==> src/rtl/ymem_wr_arbiter.sv <==
// Round-robin write-port arbiter for the banked Y line store; bank index = requester index.
// Define WR_DROP_CNT_EN to add the saturating drop_cnt output.
module ymem_wr_arbiter #(
  parameter int NREQ  = 4,
  parameter int DW    = 12,
  parameter int AW    = 16,
  parameter int DEPTH = 38400
) (
  input  logic                    Cclk,
  input  logic                    rst,
  input  logic                    frame_sync,
  input  logic                    rd_slot,
  input  logic [NREQ-1:0]         req_valid,
  output logic [NREQ-1:0]         req_ready,
  input  logic [NREQ*DW-1:0]      req_data,
  input  logic [NREQ*AW-1:0]      req_addr,
  output logic                    mem_we,
  output logic [$clog2(NREQ)-1:0] mem_bank,
  output logic [AW-1:0]           mem_addr,
  output logic [DW-1:0]           mem_data,
  output logic                    drop_err
`ifdef WR_DROP_CNT_EN
  ,
  output logic [15:0]             drop_cnt
`endif
);

  localparam int BW = $clog2(NREQ);
  localparam logic [AW-1:0] DEPTH_A   = AW'(DEPTH);
  localparam logic [BW-1:0] LAST_INIT = BW'(NREQ - 1);

  // Handshake: a word moves on an edge where req_valid[i] & req_ready[i] are both high;
  // data and address must stay stable while valid is high and ready is low.
  logic [NREQ-1:0] hold_v;
  logic [DW-1:0]   hold_d [NREQ];
  logic [AW-1:0]   hold_a [NREQ];
  logic [AW-1:0]   wp0;
  logic [BW-1:0]   last_gnt;

  logic [NREQ-1:0] gnt;
  logic            gnt_any;
  logic [BW-1:0]   gnt_idx;
  logic [BW-1:0]   cand;
  int              cand_sum;
  logic [NREQ-1:0] accept;
  logic            drop_now;
  logic [AW-1:0]   wp0_inc;
  logic [AW-1:0]   addr0;
  logic            unused_addr0;

  // Requester 0 is auto-addressed, so its address slice carries nothing.
  assign unused_addr0 = ^req_addr[AW-1:0];

  // Scan starts one past the last grant so every requester waits at most NREQ-1 grants.
  always_comb begin
    gnt_any  = 1'b0;
    gnt_idx  = '0;
    cand     = '0;
    cand_sum = 0;
    for (int k = 1; k <= NREQ; k++) begin
      cand_sum = int'(last_gnt) + k;
      if (cand_sum >= NREQ) cand_sum = cand_sum - NREQ;
      cand = BW'(cand_sum);
      if (!gnt_any && !rd_slot && hold_v[cand]) begin
        gnt_any = 1'b1;
        gnt_idx = cand;
      end
    end
  end

  always_comb begin
    gnt = '0;
    if (gnt_any) gnt[gnt_idx] = 1'b1;
  end

  assign req_ready = ~hold_v | gnt;
  assign accept    = req_valid & req_ready;
  assign drop_now  = gnt_any && (hold_a[gnt_idx] >= DEPTH_A);
  assign wp0_inc   = (wp0 >= DEPTH_A) ? DEPTH_A : wp0 + AW'(1);
  assign addr0     = frame_sync ? '0 : wp0;

  always_ff @(posedge Cclk) begin
    if (rst) begin
      hold_v   <= '0;
      wp0      <= '0;
      last_gnt <= LAST_INIT;
      mem_we   <= 1'b0;
      mem_bank <= '0;
      mem_addr <= '0;
      mem_data <= '0;
      drop_err <= 1'b0;
    end else begin
      for (int i = 0; i < NREQ; i++) begin
        if (accept[i])   hold_v[i] <= 1'b1;
        else if (gnt[i]) hold_v[i] <= 1'b0;
      end

      // A frame_sync that lands on an accept places that word at 0, so the next one is 1.
      if (accept[0])       wp0 <= frame_sync ? AW'(1) : wp0_inc;
      else if (frame_sync) wp0 <= '0;

      mem_we   <= gnt_any && !drop_now;
      drop_err <= drop_now;
      if (gnt_any) begin
        last_gnt <= gnt_idx;
        if (!drop_now) begin
          mem_bank <= gnt_idx;
          mem_addr <= hold_a[gnt_idx];
          mem_data <= hold_d[gnt_idx];
        end
      end
    end
  end

  always_ff @(posedge Cclk) begin
    for (int i = 0; i < NREQ; i++) begin
      if (accept[i]) begin
        hold_d[i] <= req_data[i*DW +: DW];
        hold_a[i] <= (i == 0) ? addr0 : req_addr[i*AW +: AW];
      end
    end
  end

`ifdef WR_DROP_CNT_EN
  always_ff @(posedge Cclk) begin
    if (rst || frame_sync)                 drop_cnt <= '0;
    else if (drop_now && drop_cnt != 16'hFFFF) drop_cnt <= drop_cnt + 16'd1;
  end
`endif

endmodule
==> config.mk <==
export PLATFORM = sky130hd
export DESIGN_NAME = ymem_wr_arbiter
export DESIGN_NICKNAME = d
export VERILOG_FILES = /design/src/rtl/ymem_wr_arbiter.sv
export SDC_FILE = /design/constraint.sdc
export NUM_CORES = 1
export LEC_CHECK = 0
export BUFFER_PORTS_ARGS = -buffer_cell sky130_fd_sc_hd__buf_2
export CORE_UTILIZATION = 49
export DETAILED_ROUTE_END_ITERATION = 12
export PLACE_DENSITY = 0.79
export SYNTH_ARGS = -nofsm -noshare
export SYNTH_HDL_FRONTEND = slang
export SYNTH_SLANG_ARGS = --single-unit
==> constraint.sdc <==
create_clock -name Cclk -period 2.8 [get_ports Cclk]
set_input_delay 0.14 -clock Cclk [delete_from_list [all_inputs] [get_ports Cclk]]
set_output_delay 0.14 -clock Cclk [all_outputs]
set_load 0.02 [all_outputs]
==> results.yml <==
clock_tree:
  cts_num_sinks: 166
  clock-root-buffer: "sky130_fd_sc_hd__clkbuf_16"
  clk_latency_ns: 0.43
  ctsLongestPathBuffers: 2
  clk_pin_slew_worst_paths_ns: 0.07
  h-tree-depth: 4
  tritoncts_clock_tree: "done"
  numCtsBuffers: 17
  setup_fix_bufs_post_cts: 0
die:
  num_io_pins: 156
  dieArea_mm2: 0.0148
  die_h_um: 122
  initial_utilization_pct: 50.4
  die_width_um: 122
  coreArea_mm2: 0.0139
  cell_row_count: 43
worst_hold_path:
  worst_hold_path_type: "in -> reg"
  worstHoldStart: "rst"
route:
  final_antenna_net_count: 0
  detail_route.wl_per_cell_um: 18.2
  totalWireLength_um: 20000
  detail_route.drc_violations: 0
  vias: 6171
  initialDrtViolationCount: 629
  vias_per_cell: 5.62
  drt_pass1_iterations: 5
timing:
  timing.fmax_mhz: 370
  finalHoldViolCount: 0
  final_setup_skew_ns: 0.00952
  worst_slew_margin_rel_pct: 60.1
  post-route-worst-setup-slack_ns: 0.0978
  slew_at_the_pin_closest_to_its_max_slew_limit_ns: 0.597
  tns_ns: 0
  final_cycle_share_pct: 96.5
  timing.final.max_slew_violations: 0
  setup_viol: 0
  period_minus_slack_ns: 2.70
  worst_hold_slack_ns: 0.153
  rsz_0062_raised_after_global_routing: "false"
final_layout:
  number_of_nets_in_the_final_layout: 1028
  multiInputGateArea_mm2: 0.00240
  filler_cell_count: 947
  post_route_core_utilization_pct: 69.5
  num_antenna_cells: 0
  sequential_cell_area_in_the_final_layout_mm2: 0.00445
  drive_above_1_share_pct: 24.6
  area_growth_syn_to_layout_pct: 37.9
logic_synthesis:
  synth_top_flop_cell: "sky130_fd_sc_hd__edfxtp_1"
  ys_seq_area_share_pct: 63.3
  post_synth_inst_count: 665
  ys_ff_latch: 166
  number_of_enable_type_register_cells_in_the_synthesized_netlist: 112
  syn_nets: 787
  yosysWarningCount: 0
  synth.lib_cells_used.distinct: 56
  netlist_area_pre_place_mm2: 0.00702
  syn_area_per_cell_um2: 10.6
  synth-async-reset-ratio_pct: 0
placement:
  detailedPlace.worstSlack_ns: 0.0129
  gp_congestion: 0.933
  io_buffer_count: 139
  dp.final_hpwl_um: 11700
worst_setup_path:
  worstSetupStartpointType: "flop"
  cp.arrival_ns: 2.99
  timing.critical_path.required_ns: 3.09
  r2r.worst_path.cells: 8
  setup_slack_of_the_most_critical_reg_to_reg_path_ns: 0.1
  crit-reg2reg-launch: "hold_v[0]$_SDFFE_PP0P_"
  endpoint_kind: "flop"
  cp-startpoint: "hold_v[0]$_SDFFE_PP0P_"
  worstPathMaxFanout: 27
  r2r_end: "mem_data[3]$_SDFFE_PP0P_"
  worst-setup-path-type: "reg -> reg"
  crit_end: "mem_data[3]$_SDFFE_PP0P_"
grt:
  first_global_vias: 6161
  grt.total_usage_pct: 28.0
  grt_remaining_overflow: 0
  grt_start_max_net_pins: 45
  global_route_wire_length_before_repair_um: 30900
  grt_antenna_before_repair: 0
outcome:
  outcome: "finished, final reports clean"
job:
  drv.max_cap_violation_count: 0
power_and_ir_drop:
  ir_worst_vdd_mv: 0.420
  p_per_area_mw_per_mm2: 661
  p_leak_nw: 3.81
[logic make-up after synthesis]
kind of cell | Yosys count | share of synthesized area, %
simple gates | 308 | 21.4
mux | 5 | 1.03
compound gates | 129 | 10.6
fa+ha+maj | 2 | 0.356
buf+inv | 55 | 3.38
flops | 166 | 63.3
[cell type report]
class	count	area share [%]
multi-input combinational	444	24.7
tap	180	2.32
clock inverter	14	1.47
clock buffer	18	4.43
inverter	10	0.387
timing repair buffer	267	20.7
sequential	166	45.9
[cell usage in the layout, fill, tap and decap left out, types with 3 or more instances in the layout]
master / instances
sky130_fd_sc_hd__nand2b_1: 4
sky130_fd_sc_hd__dlygate4sd3_1: 100
sky130_fd_sc_hd__edfxtp_1: 112
sky130_fd_sc_hd__buf_2: 139
sky130_fd_sc_hd__nor2b_1: 20
sky130_fd_sc_hd__o21ai_1: 5
sky130_fd_sc_hd__o41ai_1: 3
sky130_fd_sc_hd__clkinvlp_4: 3
sky130_fd_sc_hd__nand4b_1: 5
sky130_fd_sc_hd__inv_1: 9
sky130_fd_sc_hd__o21ai_0: 46
sky130_fd_sc_hd__a211oi_1: 5
sky130_fd_sc_hd__nor2_1: 17
sky130_fd_sc_hd__inv_6: 3
sky130_fd_sc_hd__and2_4: 3
sky130_fd_sc_hd__nor3_1: 6
sky130_fd_sc_hd__nand4_1: 25
sky130_fd_sc_hd__inv_8: 4
sky130_fd_sc_hd__dfxtp_1: 49
sky130_fd_sc_hd__or3_1: 4
sky130_fd_sc_hd__and3_1: 6
sky130_fd_sc_hd__dfxtp_2: 5
sky130_fd_sc_hd__nand2_1: 136
sky130_fd_sc_hd__a21oi_1: 50
sky130_fd_sc_hd__buf_12: 8
sky130_fd_sc_hd__nand3_1: 61
sky130_fd_sc_hd__clkbuf_16: 17
sky130_fd_sc_hd__buf_4: 20
[routing by layer]
metal | routed length, µm | track usage [%]
met1 | 7770 | 34.3
met4 | 735 | 15.1
met5 | 0 | 0
met2 | 10100 | 47.3
met3 | 1350 | 4.92
[synth_stat cells (all sizes together) (5+ instances only)]
cell type	n	share of area (%)
and3	6	0.53
edfxtp	112	48
or3	5	0.45
o21ai	51	3.6
nand3	61	4.3
a211oi	5	0.53
clkbuf	29	1.5
buf	16	1.3
nor3	7	0.57
nor2b	20	1.8
inv	10	0.53
nand4	25	2.2
nand2	138	7.4
dfxtp	54	15
nand4b	5	0.62
a21oi	51	3.6
nor2	18	0.96
[how the worst min path moves through the flow]
stage / to / slack, ns / cells past startpoint
after floorplan: hold_a[1][0]$_DFFE_PP_ / 0.24 / 0
after global placement: hold_d[3][11]$_DFFE_PP_ / 0.32 / 1
after detailed placement: hold_d[1][7]$_DFFE_PP_ / 0.32 / 1
after CTS: wp0[14]$_SDFF_PP0_ / 0.16 / 3
after global routing: wp0[1]$_SDFF_PP0_ / 0.20 / 3
final: wp0[1]$_SDFF_PP0_ / 0.15 / 3
[state kept, by name, summed over array words and instances (netlist names), 2 cells and up]
| register | count |
|---|---|
| hold_a | 64 |
| last_gnt | 2 |
| hold_v | 4 |
| hold_d | 48 |
| wp0 | 16 |
| mem_data | 12 |
| mem_bank | 2 |
| mem_addr | 16 |
[worst max-delay path, cell delays in order (launching register included)]
cell and delay, ns:
sky130_fd_sc_hd__dfxtp_2 0.41, sky130_fd_sc_hd__nor2_1 0.13, sky130_fd_sc_hd__mux4_2 0.48, sky130_fd_sc_hd__nor4_2 0.32
sky130_fd_sc_hd__or2_1 0.18, sky130_fd_sc_hd__mux2_2 0.42, sky130_fd_sc_hd__buf_12 0.19, sky130_fd_sc_hd__o21ai_0 0.30
sky130_fd_sc_hd__a21oi_1 0.12
[power by group]
| part | total (mW) | switching (mW) | internal, mW |
|---|---|---|---|
| clock | 2.28 | 1.03 | 1.25 |
| sequential | 2.92 | 0.0986 | 2.82 |
| combinational | 1.20 | 0.715 | 0.487 |
| total | 6.40 | 1.84 | 4.56 |
[through the flow]
stage | std cells | cell area [µm²] | power (mW)
final | 1099 | 9690 | 6.40
after global routing | 1099 | 9690 | 6.63
after CTS | 1099 | 9670 | 6.38
after detailed placement | 967 | 8090 | 4.02
after global placement | 967 | 8090 | 3.99
after floorplan | 665 | 7040 | 3.58
[repair_timing]
action                     CTS  global route
hold buffers               100             0
hold endpoints to repair   100             0
setup endpoints to repair    5            59
gates resized for setup      2             6
No activity file was read; power rests on OpenSTA's default activity.
